`config.mk`:
```
export PLATFORM = sky130hd
export DESIGN_NAME = mdio_mgmt_ctrl
export DESIGN_NICKNAME = d
export VERILOG_FILES = /design/src/rtl/mdio_mgmt_ctrl.sv
export SDC_FILE = /design/constraint.sdc
export NUM_CORES = 1
export LEC_CHECK = 0
export ABC_AREA = 1
export CAP_MARGIN = 20
export CORE_MARGIN = 5
export CORE_UTILIZATION = 49
export DETAILED_ROUTE_END_ITERATION = 6
export GPL_ROUTABILITY_DRIVEN = 0
export MAX_ROUTING_LAYER = met4
export PLACE_DENSITY = 0.85
export SLEW_MARGIN = 20
export SYNTH_ARGS = -nofsm -noshare
export SYNTH_HDL_FRONTEND = slang
export SYNTH_SLANG_ARGS = --single-unit
```
`constraint.sdc`:
```
create_clock -name clock -period 2.4 [get_ports clock]
set_input_delay 0.24 -clock clock [delete_from_list [all_inputs] [get_ports clock]]
set_output_delay 0.24 -clock clock [all_outputs]
set_load 0.01 [all_outputs]
```
`src/rtl/mdio_mgmt_ctrl.sv`:
```
`default_nettype none
// +--------------------------------------------------------------------------+
// | Module      : mdio_mgmt_ctrl                                             |
// | Description : Clause-22 MII management master. Accepts one read/write    |
// |               command at a time, generates MDC, serialises the frame on  |
// |               mdo/mdoEn, samples mdi and returns read data together with |
// |               a no-PHY error flag on a one-cycle response pulse.         |
// | Options     : MDIO_NOPRE_EN adds input cmd_nopre (preamble suppression). |
// | Revision    : 1.0 - initial release                                      |
// +--------------------------------------------------------------------------+
module mdio_mgmt_ctrl #(
  parameter int CLK_DIV = 20,  // MDC half-period in clock cycles
  parameter int PRE_LEN = 32   // preamble length in bits
) (
  input  logic        clock,
  input  logic        reset,
  input  logic        cmd_valid,
  output logic        cmd_ready,
  input  logic        cmd_write,
  input  logic [4:0]  cmd_phy,
  input  logic [4:0]  cmd_reg,
  input  logic [15:0] cmd_wdata,
`ifdef MDIO_NOPRE_EN
  input  logic        cmd_nopre,
`endif
  output logic        rsp_valid,
  output logic [15:0] rsp_rdata,
  output logic        rsp_err,
  output logic        busy,
  output logic        mdc,
  output logic        mdo,
  output logic        mdoEn,
  input  logic        mdi
);

  localparam int               DIV_W    = $clog2(CLK_DIV);
  localparam logic [DIV_W-1:0] DIV_LAST = DIV_W'(CLK_DIV - 1);
  localparam logic [5:0]       PRE_LAST = 6'(PRE_LEN - 1);

  generate
    if (CLK_DIV < 2) begin : g_bad_clk_div
      $error("mdio_mgmt_ctrl: CLK_DIV must be at least 2");
    end
  endgenerate

  typedef enum logic [2:0] {
    S_IDLE = 3'd0,
    S_PRE  = 3'd1,
    S_HDR  = 3'd2,
    S_TA   = 3'd3,
    S_DATA = 3'd4,
    S_DONE = 3'd5
  } state_t;

  state_t           state;
  state_t           next_state;
  logic [DIV_W-1:0] div_cnt;
  logic [5:0]       bit_cnt;
  logic [31:0]      frame_sr;    // ST..DATA, MSB is the bit currently on mdo
  logic             wr_q;
  logic             ta_sample;
  logic [15:0]      rdata_sr;
  logic             nopre_sel;
  logic             accept;
  logic             in_frame;
  logic             tick;
  logic             mdc_fall;
  logic             mdc_rise;
  logic             bit_last;

`ifdef MDIO_NOPRE_EN
  assign nopre_sel = cmd_nopre;
`else
  assign nopre_sel = 1'b0;
`endif

  assign accept   = cmd_valid && (state == S_IDLE);
  assign in_frame = (state == S_PRE) || (state == S_HDR) || (state == S_TA) || (state == S_DATA);
  assign tick     = in_frame && (div_cnt == DIV_LAST);
  assign mdc_fall = tick && mdc;
  assign mdc_rise = tick && !mdc;

  // State register
  always_ff @(posedge clock or posedge reset) begin
    if (reset) state <= S_IDLE;
    else       state <= next_state;
  end

  // Next-state decode (advances on the MDC falling edge) and status outputs
  always_comb begin
    next_state = state;
    bit_last   = 1'b0;
    cmd_ready  = (state == S_IDLE);
    rsp_valid  = (state == S_DONE);
    busy       = (state != S_IDLE) || cmd_valid;
    case (state)
      S_PRE:  bit_last = (bit_cnt == PRE_LAST);
      S_HDR:  bit_last = (bit_cnt == 6'd13);
      S_TA:   bit_last = (bit_cnt == 6'd1);
      S_DATA: bit_last = (bit_cnt == 6'd15);
      default: bit_last = 1'b0;
    endcase
    case (state)
      S_IDLE: if (accept) next_state = nopre_sel ? S_HDR : S_PRE;
      S_PRE:  if (mdc_fall && bit_last) next_state = S_HDR;
      S_HDR:  if (mdc_fall && bit_last) next_state = S_TA;
      S_TA:   if (mdc_fall && bit_last) next_state = S_DATA;
      S_DATA: if (mdc_fall && bit_last) next_state = S_DONE;
      S_DONE: next_state = S_IDLE;
      default: next_state = S_IDLE;
    endcase
  end

  // MDC divider: held low/cleared outside a frame, toggles at terminal count
  always_ff @(posedge clock or posedge reset) begin
    if (reset) begin
      div_cnt <= '0;
      mdc     <= 1'b0;
    end else if (accept || !in_frame) begin
      div_cnt <= '0;
      mdc     <= 1'b0;
    end else if (tick) begin
      div_cnt <= '0;
      mdc     <= ~mdc;
    end else begin
      div_cnt <= div_cnt + DIV_W'(1);
    end
  end

  // Serialiser: load frame on accept, present the next bit on each MDC fall
  always_ff @(posedge clock or posedge reset) begin
    if (reset) begin
      bit_cnt  <= '0;
      frame_sr <= '0;
      wr_q     <= 1'b0;
      mdo      <= 1'b1;
      mdoEn    <= 1'b0;
    end else if (accept) begin
      bit_cnt  <= '0;
      wr_q     <= cmd_write;
      // Read frames fill TA/DATA with ones; those bits are never driven.
      frame_sr <= {2'b01, (cmd_write ? 2'b01 : 2'b10), cmd_phy, cmd_reg,
                   (cmd_write ? 2'b10 : 2'b11), (cmd_write ? cmd_wdata : 16'hFFFF)};
      mdo      <= ~nopre_sel;   // first preamble one, or ST bit 0 when skipped
      mdoEn    <= 1'b1;
    end else if (mdc_fall) begin
      bit_cnt <= bit_last ? 6'd0 : bit_cnt + 6'd1;
      case (state)
        S_PRE: mdo <= bit_last ? frame_sr[31] : 1'b1;
        S_HDR, S_TA: begin
          frame_sr <= {frame_sr[30:0], 1'b1};
          mdo      <= frame_sr[30];
          // Reads release the line for the whole turnaround.
          if (state == S_HDR && bit_last) mdoEn <= wr_q;
        end
        S_DATA: begin
          frame_sr <= {frame_sr[30:0], 1'b1};
          if (bit_last) begin
            mdo   <= 1'b1;
            mdoEn <= 1'b0;
          end else begin
            mdo <= frame_sr[30];
          end
        end
        default: mdo <= 1'b1;
      endcase
    end
  end

  // Input sampler: mdi captured on the MDC rising edge
  always_ff @(posedge clock or posedge reset) begin
    if (reset) begin
      ta_sample <= 1'b0;
      rdata_sr  <= '0;
    end else if (mdc_rise) begin
      if (state == S_TA && bit_cnt == 6'd1) ta_sample <= mdi;
      if (state == S_DATA) rdata_sr <= {rdata_sr[14:0], mdi};
    end
  end

  // Response registers: loaded on the edge that enters DONE
  always_ff @(posedge clock or posedge reset) begin
    if (reset) begin
      rsp_rdata <= '0;
      rsp_err   <= 1'b0;
    end else if (state == S_DATA && next_state == S_DONE) begin
      rsp_rdata <= wr_q ? 16'h0000 : rdata_sr;
      rsp_err   <= wr_q ? 1'b0 : ta_sample;
    end
  end

endmodule
`default_nettype wire

```
# Word-level counts from Yosys, hierarchy flattened
# Cells that the tools add are included.
[word_totals]
elab_cells = 87
output_inout_bits = 23
regBits = 84
[op_classes]
reduce_logical = 27
eq_ne = 13
muxes = 32
bitwise_logic = 1
addsub = 2
[ops]
columns = ["operator", "n"]
rows = [
  ["two-way mux 32 bit", 3],
  ["two-way mux 16 bit", 2],
  ["two-way mux 6 bit", 3],
  ["two-way mux 3 bit", 5],
  ["case mux 3 bit (5 select lines)", 1],
  ["equality test 6 x 4 -> 1 bit (second input constant)", 2],
  ["two-way mux 1 bit", 12],
  ["two-way mux 5 bit", 2],
  ["equality test 3 bit (second input constant)", 3],
  ["logical AND 1 bit", 8],
  ["adder 6 x 1 -> 6 bit (second input constant)", 1],
  ["equality test 3 x 2 -> 1 bit (second input constant)", 2],
  ["equality test 6 x 1 -> 1 bit (second input constant)", 1],
  ["equality test 6 x 5 -> 1 bit (second input constant)", 1],
  ["inequality test 3 bit (second input constant)", 2],
  ["AND reduction 2 bit", 3],
  ["nonzero test 2 bit", 3],
  ["nonzero test 3 bit", 2],
  ["adder 5 x 1 -> 5 bit (second input constant)", 1],
  ["equality test 5 bit (second input constant)", 1],
  ["logical OR 1 bit", 5],
  ["case mux 1 bit (4 select lines)", 1],
  ["AND reduction 4 bit", 1],
  ["equality test 3 x 1 -> 1 bit (second input constant)", 1],
  ["other kinds (8)", 9],
]

# Depth between registers and ports, before layout
# Gate-level depths: netlist of run 1.
[depth]
depth_word = 11
depth_mapped = 11

# Worst setup path before layout of run 1
# No wires, ideal clock.
[synth_path]
kind = "register -> register"
startpoint = "register div_cnt[0]"
endpoint = "register rsp_rdata[10]"
period_less_slack_ps = 1662
setup_ps = 126
path_slack_ps = 738
path_stages_with_launch = 10
arrival_time_ps = 1536
path_buffers = 1
path_cell_list = "dfrtp_1 ha_1 nand2_1 nor3_2 nand3_4 clkinv_2 nand3_4 buf_2 nand2_1 o21ai_0"
[synth_between]
elab_chain_cells = 8
[synth_rtl]
columns = ["element", "line_no", "rtl"]
rows = [
  ["start, declared", "57", "logic [DIV_W-1:0] div_cnt;"],
  ["start signal, assigned", "126", "div_cnt <= div_cnt + DIV_W'(1);"],
  ["equality test 5 bit (*)", "79", "assign tick = in_frame && (div_cnt == DIV_LAST);"],
  ["logical AND 1 bit (*)", "79", ""],
  ["logical AND 1 bit (*)", "80", "assign mdc_fall = tick && mdc;"],
  ["logical AND 1 bit (*)", "-", ""],
  ["two-way mux 3 bit, on equally long branches", "-", ""],
  ["case mux 3 bit (5 select lines) (*)", "103", "case (state)"],
  ["equality test 3 bit (*)", "186", "end else if (state == S_DATA && next_state == S_DONE) begin"],
  ["logical AND 1 bit (*)", "186", ""],
  ["end signal, assigned", "187", "rsp_rdata <= wr_q ? 16'h0000 : rdata_sr;"],
  ["end, declared", "27", "output logic [15:0] rsp_rdata,"],
]
# Every way passes the cells marked *; elsewhere a longest branch is shown, timed or not.
# A chain may end at the register's enable or synchronous reset.

# Final worst setup path of run 1
[layout_path]
startpoint = "register state[0]"
endpoint = "output port cmd_ready"
[layout_between]
elab_chain_cells = 1
[layout_rtl]
columns = ["element", "line_no", "rtl"]
rows = [
  ["start, declared", "55", "state_t state;"],
  ["start signal, assigned", "86", "else state <= next_state;"],
  ["logical NOT 3 bit", "93", "cmd_ready = (state == S_IDLE);"],
  ["end, declared", "18", "output logic cmd_ready,"],
]
# No other way between the ends.

==> results of run 1 <==
[cell usage in the layout (no fill, tap or decap), types with 3 or more instances in the layout]
master / synthesis / routed
dfrtp_1: 83 / 83
o21ai_1: 14 / 14
nand3_1: 14 / 14
a21oi_1: 10 / 10
nor3_1: 3 / 3
ha_1: 3 / 3
nor2_1: 25 / 25
inv_1: 55 / 54
nand2_1: 111 / 111
clkbuf_8: 0 / 9
clkdlybuf4s50_1: 0 / 53
o211ai_1: 25 / 25
nand2_2: 4 / 4
o21ai_0: 54 / 54
xor2_1: 4 / 4
[path summary, 6_finish.rpt]
path / to / slack, ns / cells past startpoint
max: cmd_ready / 0.44 / 4
min: frame_sr[2] / 0.32 / 2
max reg2reg: rsp_rdata[12] / 0.44 / 7
min reg2reg: div_cnt[0] / 0.47 / 1
max in group asynchronous: frame_sr[0] / 1.41 / 3
min in group clock: div_cnt[0] / 0.47 / 1
[cell type report]
type / instances / area, µm² / share of cell area, %
Sequential cell: 84 / 2103 / 44.58
Multi-Input combinational cell: 284 / 1453 / 30.79
Timing Repair Buffer: 57 / 585.6 / 12.41
Inverter: 59 / 226.5 / 4.800
Tap cell: 102 / 127.6 / 2.705
Clock buffer: 9 / 123.9 / 2.625
Clock inverter: 7 / 98.84 / 2.095
[routing by layer]
layer | GRT usage [%] | part of all wire (%) | wire length, µm
met5 | - | 0 | 0
met3 | 4.558 | 5.5 | 415
met2 | 26.55 | 49 | 3651
met4 | 5.672 | 2.0 | 150
met1 | 20.35 | 44 | 3303
[flip-flops by register name (all words and copies together), names as in the netlist]
signal / cells
bit_cnt: 6
div_cnt: 5
frame_sr: 32
mdc: 1
mdo: 1
mdoEn: 1
rdata_sr: 16
rsp_err: 1
rsp_rdata: 16
state: 3
ta_sample: 1
wr_q: 1
[report_power, final]
part	leakage (µW)	switching (µW)	internal, µW
Combinational	0.00105	36.6	47.3
Clock	0.000110	517	593
Sequential	0.000973	0	1410
[kinds of logic after synthesis]
logic type	after synthesis	share of synthesized area (%)
adders and majority gates	3	0.9610
xor gates and xnor gates	6	1.345
AOI/OAI and AO/OA	108	15.98
buffers and inverters	78	8.968
DFF	84	53.84
and+or+nand+nor	167	18.90
[metrics by stage]
stage	instance area (µm²)	util, %
5_1_grt	4718	61.06
3_3_place_gp	4496	58.18
6_report	4718	61.06
3_5_place_dp	4496	58.18
4_1_cts	4718	61.06
2_1_floorplan	3910	-
==> results.yml, run 1 <==
detailed_routing:
  drc: 0
  routedWlPerCell_um: 12.49
  vias: 3078
  via_per_inst: 5.113
  wirelength_um: 7521
  drt_iter0_markers: 119
  ant_nets: 0
  first_pass_iters: 4
timing:
  tns_ns: 0
  hold_viol_final: 0
  hold_slack_ns: 0.3232
  slew_headroom_pct: 56.44
  worstMarginPinSlew_ns: 0.6521
  period_share_pct: 81.82
  setup_viol: 0
  finClkSkew_ns: 0.008329
  period_needed_ns: 1.964
  setup_ws_ns: 0.4363
  slew_viol_final: 0
  max_freq_mhz: 509.2
  rsz0062_at_grt: "no"
setup_path:
  crit_family: "buffers and inverters"
  setup.worst_path.start_class: "flop"
  critical_path_buf_inv_count: 2
  cp-startpoint: "state[0]"
  crit_type: "flop to primary output"
  required_ns: 2.16
  path_cells: "inv_1, nand2_2, nor2_4, clkdlybuf4s50_1"
  cp_slowest_stage_delay_ns: 0.56
  r2r-start: "state[2]"
  crit_fanout: 6
  end_kind: "primary output"
  slowest_stage: "clkdlybuf4s50_1"
  worstPathArrival_ns: 1.72
placement:
  pre_cts_slack_ns: 0.4985
  port_buffers: 53
  dp_cells: 586
  dp_hpwl_um: 5300
synthesis:
  syn_area_um2: 3906
  synth_area_leaders: "dfrtp_1 (53%), nand2_1 (11%), o21ai_0 (6.9%)"
  ys.flop_type: "dfrtp_1"
  syn_nets: 480
  yosysMostFrequentCell: "nand2_1"
  synth_common_cells: "nand2_1 (111), dfrtp_1 (83), inv_1 (55), o21ai_0 (54)"
  synth-seq-cells: 84
  ys_warn_count: 0
  yosysUniqueCellTypes: 33
  synth_top_area_cell: "dfrtp_1"
  synthArstFlopShare_pct: 100.0
  synth_edf_count: 0
  avgSynthCellArea_um2: 8.758
  synthCells: 446
  synth_top_area_share_pct: 53.17
  synth-seq-area-share_pct: 53.84
floorplan:
  fp.coreArea_um2: 7727
  die_w_um: 99.29
  dieArea_um2: 9858
  die_h_um: 99.29
  start_util_pct: 50.55
  num_rows: 32
  io_pins: 54
clock_network:
  clock_latency_ns: 0.35
  cts_buffer_depth: 2
  cts_buffers: 9
  clk_pin_slew_worst_paths_ns: 0.08
  post-cts-setup-buffer-count: 0
  tritoncts: "done"
  clkSinkCount: 84
  cts_resized: 0
  htreeDepth: 3
  root_buffer: "clkbuf_8"
  cts_hold_buffers: 0
final_layout:
  area_growth_pct: 20.79
  layout.nets: 529
  insertedDiodeCount: 0
  stdcell_count: 602
  num-fill-cells: 651
  drive_gt1_share_pct: 8.000
pwr:
  power_density_nw_per_um2: 552.8
  leakage_uw: 0.002128
  total_power_uw: 2608
  peakVddDrop_mv: 0.5195
run:
  maxCapViolations: 0
global_routing:
  track_usage_pct: 16.58
  grt_max_degree: 63
  gr-total-overflow: 0
  antenna_found_initial: 0
  grt_pass1_wl_um: 13090
  grt_pass1_vias: 2982
status:
  status: "finished, final reports clean"
hold_path:
  hold_class: "input pin to async pin"
Power figures use the tool's default switching activity.
==> run 2, diff against run 1 <==
==> constraint.sdc (replaced) <==
create_clock -name clock -period 1.58 [get_ports clock]
set_input_delay 0.158 -clock clock [delete_from_list [all_inputs] [get_ports clock]]
set_output_delay 0.158 -clock clock [all_outputs]
set_load 0.01 [all_outputs]
==> run 2 against run 1 <==
Compared with the run above: the run now ends with negative setup slack left; total power increased by 45%; sequential share of layout area decreased by 7.3 points; critical endpoint is now rsp_rdata[15]; setup slack got worse by 0.65 ns; largest power group unchanged.
==> results.yml, run 2 (synthesis gave the netlist of run 1 again) <==
floorplan:
  die_w_um: 99.29
  die_h_um: 99.29
  io_pins: 54
  dieArea_um2: 9858
  num_rows: 32
  start_util_pct: 50.55
  fp.coreArea_um2: 7727
setup_path:
  critical_path_buf_inv_count: 3
  path_cells: "inv_4, nand3_4, nand2_2, nand2_2, nor2_2, nand2_2, nand2_4, nand3_4, buf_12, clkbuf_16, o21ai_2"
  required_ns: 1.88
  end_kind: "flop"
  slowest_stage: "dfrtp_2"
  worstPathArrival_ns: 2.09
  cp_common_cell: "nand2_2"
  setup.worst_path.start_class: "flop"
  rrSetupSlack_ns: -0.21
  crit_fanout: 8
  cp_slowest_stage_delay_ns: 0.47
  crit_type: "flop to flop"
  crit_family: "simple AND/OR/NAND/NOR gates"
status:
  status: "complete, but fails checks"
  violations: "negative setup slack"
timing:
  hold_viol_final: 0
  finClkSkew_ns: 0.01215
  rsz0062_at_grt: "yes"
  setup_ws_ns: -0.2137
  max_freq_mhz: 557.5
  period_share_pct: 113.5
  setup_viol: 74
  slew_viol_final: 0
  worstMarginPinSlew_ns: 0.4972
  period_needed_ns: 1.794
  tns_ns: -9.105
  slew_headroom_pct: 66.65
clock_network:
  clkSinkCount: 84
  cts_buffers: 9
  htreeDepth: 3
  clk_pin_slew_worst_paths_ns: 0.10
  cts_buffer_depth: 2
  cts_hold_buffers: 0
  tritoncts: "done"
  clock_latency_ns: 0.37
  root_buffer: "clkbuf_8"
final_layout:
  layout_commonest_cell: "nand2_1"
  stdcell_count: 655
  layout.nets: 582
  area_growth_pct: 44.91
  insertedDiodeCount: 0
  final_cell_mix: "nand2_1 (83), dfrtp_1 (79), inv_1 (50)"
  largest_reg_flops: 32
  largest_register: "frame_sr"
  reg_top3: "frame_sr: 32 flops, rdata_sr: 16 flops, rsp_rdata: 16 flops"
  final_area_um2: 5660
  drive_gt1_share_pct: 29.11
global_routing:
  track_usage_pct: 19.91
  grt_pass1_wl_um: 15460
  grt_pass1_vias: 3447
  gr-total-overflow: 0
  grt_max_degree: 41
  antenna_found_initial: 0
placement:
  dp_hpwl_um: 5660
  post_dp_cell_area_um2: 4706
  dp_cells: 607
  port_buffers: 53
  pre_cts_slack_ns: -0.1356
detailed_routing:
  vias: 3553
  ant_nets: 0
  drc: 0
  via_per_inst: 5.424
  first_pass_iters: 4
  routedWlPerCell_um: 16.39
  wirelength_um: 10730
  drt_iter0_markers: 154
hold_path:
  hold_class: "input pin to async pin"
run:
  maxCapViolations: 0
pwr:
  peakVddDrop_mv: 0.4377
  power_density_nw_per_um2: 668.2
  total_power_uw: 3782
  leakage_uw: 0.002557
[run 2: cell types whose count changed in the layout (fill, tap and decap cells not counted), moves of 12 or more]
cell / before / now
nand2_2: 4 / 19
o21ai_1: 14 / 33
nand2_4: 1 / 13
o21ai_0: 54 / 23
buf_6: 0 / 12
buf_4: 2 / 30
o21ai_2: 0 / 12
nand2_1: 111 / 83
[run 2: stage by stage]
step | utilization, % | hold slack, ns
after detailed placement | 60.90 | 0.4595
after CTS | 67.92 | 0.1184
after global routing | 73.25 | 0.1366
final | 73.25 | 0.1226
after global placement | 60.90 | 0.4573
after floorplan | - | 0.3077
[run 2: path summary, 6_finish.rpt]
path	to	from	depth (start not counted)
setup / recovery	rsp_rdata[15]	state[2]	11
hold reg to reg	rdata_sr[15]	rdata_sr[15]	2
hold / removal	frame_sr[3]	reset	2
setup reg to reg	rsp_rdata[15]	state[2]	11
min in group clock	rdata_sr[0]	mdi	3
max in group asynchronous	mdo	reset	3
[run 2: report_power, final]
part           switching (µW)  internal (µW)
Combinational            59.3           75.5
Sequential                  0           2150
Clock                     887            612
[run 2: layout make-up]
type / instances / area (µm²)
sequential: 84 / 2108
fill: 510 / 2067
multi-input combinational: 284 / 1738
timing repair buffer: 110 / 1255
inverter: 59 / 242.7
tap: 102 / 127.6
clock buffer: 9 / 123.9
clock inverter: 7 / 65.06
[run 2: worst reg2reg max path, stage by stage (launching register included)]
cell       delay [ns]
dfrtp_2          0.47
inv_4            0.13
nand3_4          0.10
nand2_2          0.07
nand2_2          0.05
nor2_2           0.13
nand2_2          0.07
nand2_4          0.10
nand3_4          0.14
buf_12           0.19
clkbuf_16        0.16
o21ai_2          0.12
[run 2: repair_timing]
action                     in CTS  in global routing
setup endpoints to repair      78                 85
pin swaps                       5                 10
gates cloned                    4                  8
setup buffers                  16                  7
resized for setup              71                 74
[run 2: layer usage]
metal	GRT usage, %	share of wire, %	up-vias
met5	-	0	-
met2	31.92	52	121
met3	4.979	4.6	43
li1	-	-	1654
met4	8.088	3.8	0
met1	24.14	39	1735
==> run 3, diff against run 2 <==
--- a/config.mk
+++ b/config.mk
@@ -7,8 +7,10 @@
 export LEC_CHECK = 0
 export ABC_AREA = 1
 export CAP_MARGIN = 20
+export CELL_PAD_IN_SITES_DETAIL_PLACEMENT = 1
+export CELL_PAD_IN_SITES_GLOBAL_PLACEMENT = 1
 export CORE_MARGIN = 5
-export CORE_UTILIZATION = 49
+export CORE_UTILIZATION = 37
 export DETAILED_ROUTE_END_ITERATION = 6
 export GPL_ROUTABILITY_DRIVEN = 0
 export MAX_ROUTING_LAYER = met4
==> run 3 against run 2 <==
Compared with the run above: the flow still finishes with violations (negative setup slack); die area is 29% higher; sequential share of layout area is 1.8 points lower; via count is 0.90% higher; worst hold slack better by 0.015 ns; global-route usage is 2.3 points lower; fmax is 8.0% lower; design area is 4.8% higher; setup slack worse by 0.16 ns; core utilization is 16 points lower; register-to-register slack worse by 0.16 ns; wire length is 20% higher; flip-flop and latch count stayed put; critical path type unchanged; largest cell class unchanged; largest power group unchanged; highest routed layer unchanged.
==> results.yml, run 3 (synthesis gave the netlist of run 1 again) <==
status:
  status: "complete, but fails checks"
  violations: "negative setup slack"
timing:
  slew_headroom_pct: 66.30
  period_share_pct: 123.4
  hold_slack_ns: 0.1376
  hold_viol_final: 0
  worstMarginPinSlew_ns: 0.5024
  rsz0062_at_grt: "yes"
  setup_ws_ns: -0.3698
  period_needed_ns: 1.950
  slew_viol_final: 0
  setup_viol: 83
  finClkSkew_ns: 0.01273
  max_freq_mhz: 512.9
final_layout:
  insertedDiodeCount: 0
  largest_register: "frame_sr"
  reg_top3: "frame_sr: 32 flops, rdata_sr: 16 flops, rsp_rdata: 16 flops"
  final_cell_mix: "nand2_1 (84), dfrtp_1 (82), clkdlybuf4s50_1 (49)"
  layout.nets: 598
  multi_input_comb_area_um2: 1792
  seq_area_um2: 2105
  area_growth_pct: 51.92
  num-fill-cells: 1158
  drive_gt1_share_pct: 34.09
  layout_commonest_cell: "nand2_1"
  largest_reg_flops: 32
detailed_routing:
  via_per_inst: 5.085
  routedWlPerCell_um: 18.23
  wirelength_um: 12860
  ant_nets: 0
  vias: 3585
  drc: 0
  drt_iter0_markers: 137
  first_pass_iters: 4
setup_path:
  end_kind: "flop"
  crit_type: "flop to flop"
  crit_fanout: 8
  setup.worst_path.start_class: "flop"
  worstPathArrival_ns: 2.18
  required_ns: 1.81
clock_network:
  clkSinkCount: 84
  clk_pin_slew_worst_paths_ns: 0.10
  clock_latency_ns: 0.36
  cts_hold_buffers: 0
  htreeDepth: 3
  cts_buffers: 9
  tritoncts: "done"
  cts_buffer_depth: 2
  root_buffer: "clkbuf_8"
hold_path:
  hold_class: "input pin to async pin"
global_routing:
  track_usage_pct: 17.56
  gr-total-overflow: 0
  antenna_found_initial: 0
  grt_max_degree: 36
  grt_pass1_vias: 3721
  grt_pass1_wl_um: 17800
run:
  maxCapViolations: 0
pwr:
  power_density_nw_per_um2: 653.9
  leakage_uw: 0.002637
  peakVddDrop_mv: 0.6635
placement:
  port_buffers: 53
  pre_cts_slack_ns: -0.2083
  dp_hpwl_um: 6778
floorplan:
  die_w_um: 112.8
  fp.coreArea_um2: 10320
  die_h_um: 112.8
  start_util_pct: 37.84
  num_rows: 37
  io_pins: 54
  dieArea_um2: 12710
## run 3: report_power, final
group / switching (µW) / total, µW / internal, µW
combinational: 65.1 / 142 / 77.1
sequential: 0 / 2150 / 2150
clock: 851 / 1590 / 739
total: 916 / 3880 / 2960
## run 3: final cells by class
| class | count | area share [%] |
|---|---|---|
| Tap cell | 136 | 2.867 |
| Clock inverter | 7 | 1.265 |
| Inverter | 59 | 4.196 |
| Multi-Input combinational cell | 284 | 30.19 |
| Clock buffer | 9 | 2.087 |
| Sequential cell | 84 | 35.46 |
| Timing Repair Buffer | 126 | 23.93 |
## run 3: final timing paths
| kind | to | slack [ns] | cells after the start | start |
|---|---|---|---|---|
| worst max register to register | rsp_rdata[13] | -0.37 | 11 | state[1] |
| worst max-delay path | rsp_rdata[13] | -0.37 | 11 | state[1] |
| worst min-delay path | frame_sr[1] | 0.14 | 2 | reset |
| min in group clock | frame_sr[11] | 0.45 | 3 | cmd_wdata[11] |
| max in group asynchronous | rdata_sr[10] | 0.94 | 3 | reset |
| worst min register to register | rdata_sr[15] | 0.49 | 2 | rdata_sr[15] |
## run 3: metrics by stage
stage               power (µW)  util (%)  TNS [ns]  cells  cell area [µm²]
floorplan                 2225         -         0    446             3934
global placement          2330     46.99    -3.752    653             4851
detailed placement        2332     46.99    -7.896    653             4851
CTS                       3894     51.78    -7.689    685             5345
global route              4006     57.48    -28.26    705             5934
finish                    3880     57.48    -23.25    705             5934
## run 3: routing by layer
| metal | vias to the layer above | track usage, % | routed length [µm] |
|---|---|---|---|
| met5 | - | - | 0 |
| met4 | 0 | 3.926 | 272 |
| met3 | 21 | 3.743 | 397 |
| met2 | 81 | 31.44 | 7261 |
| met1 | 1803 | 20.21 | 4924 |
| li1 | 1680 | - | - |
## run 3: timing repair
action | 4_1_cts | 5_1_grt
hold endpoints to repair | 0 | 0
pin swaps | 4 | 16
buffers inserted | 12 | 13
gates resized for setup | 51 | 115
cloned | 4 | 7
endpoints found under the setup margin | 81 | 85
## run 3: worst max-delay path, cell delays in order (launching register included)
cell,delay [ns]
dfrtp_1,0.44
buf_6,0.15
nor2_4,0.15
nor2_4,0.05
nor2_4,0.20
nand3_4,0.15
buf_12,0.17
clkinv_8,0.04
nand3_4,0.14
clkbuf_16,0.22
nand2_2,0.05
o21ai_1,0.07
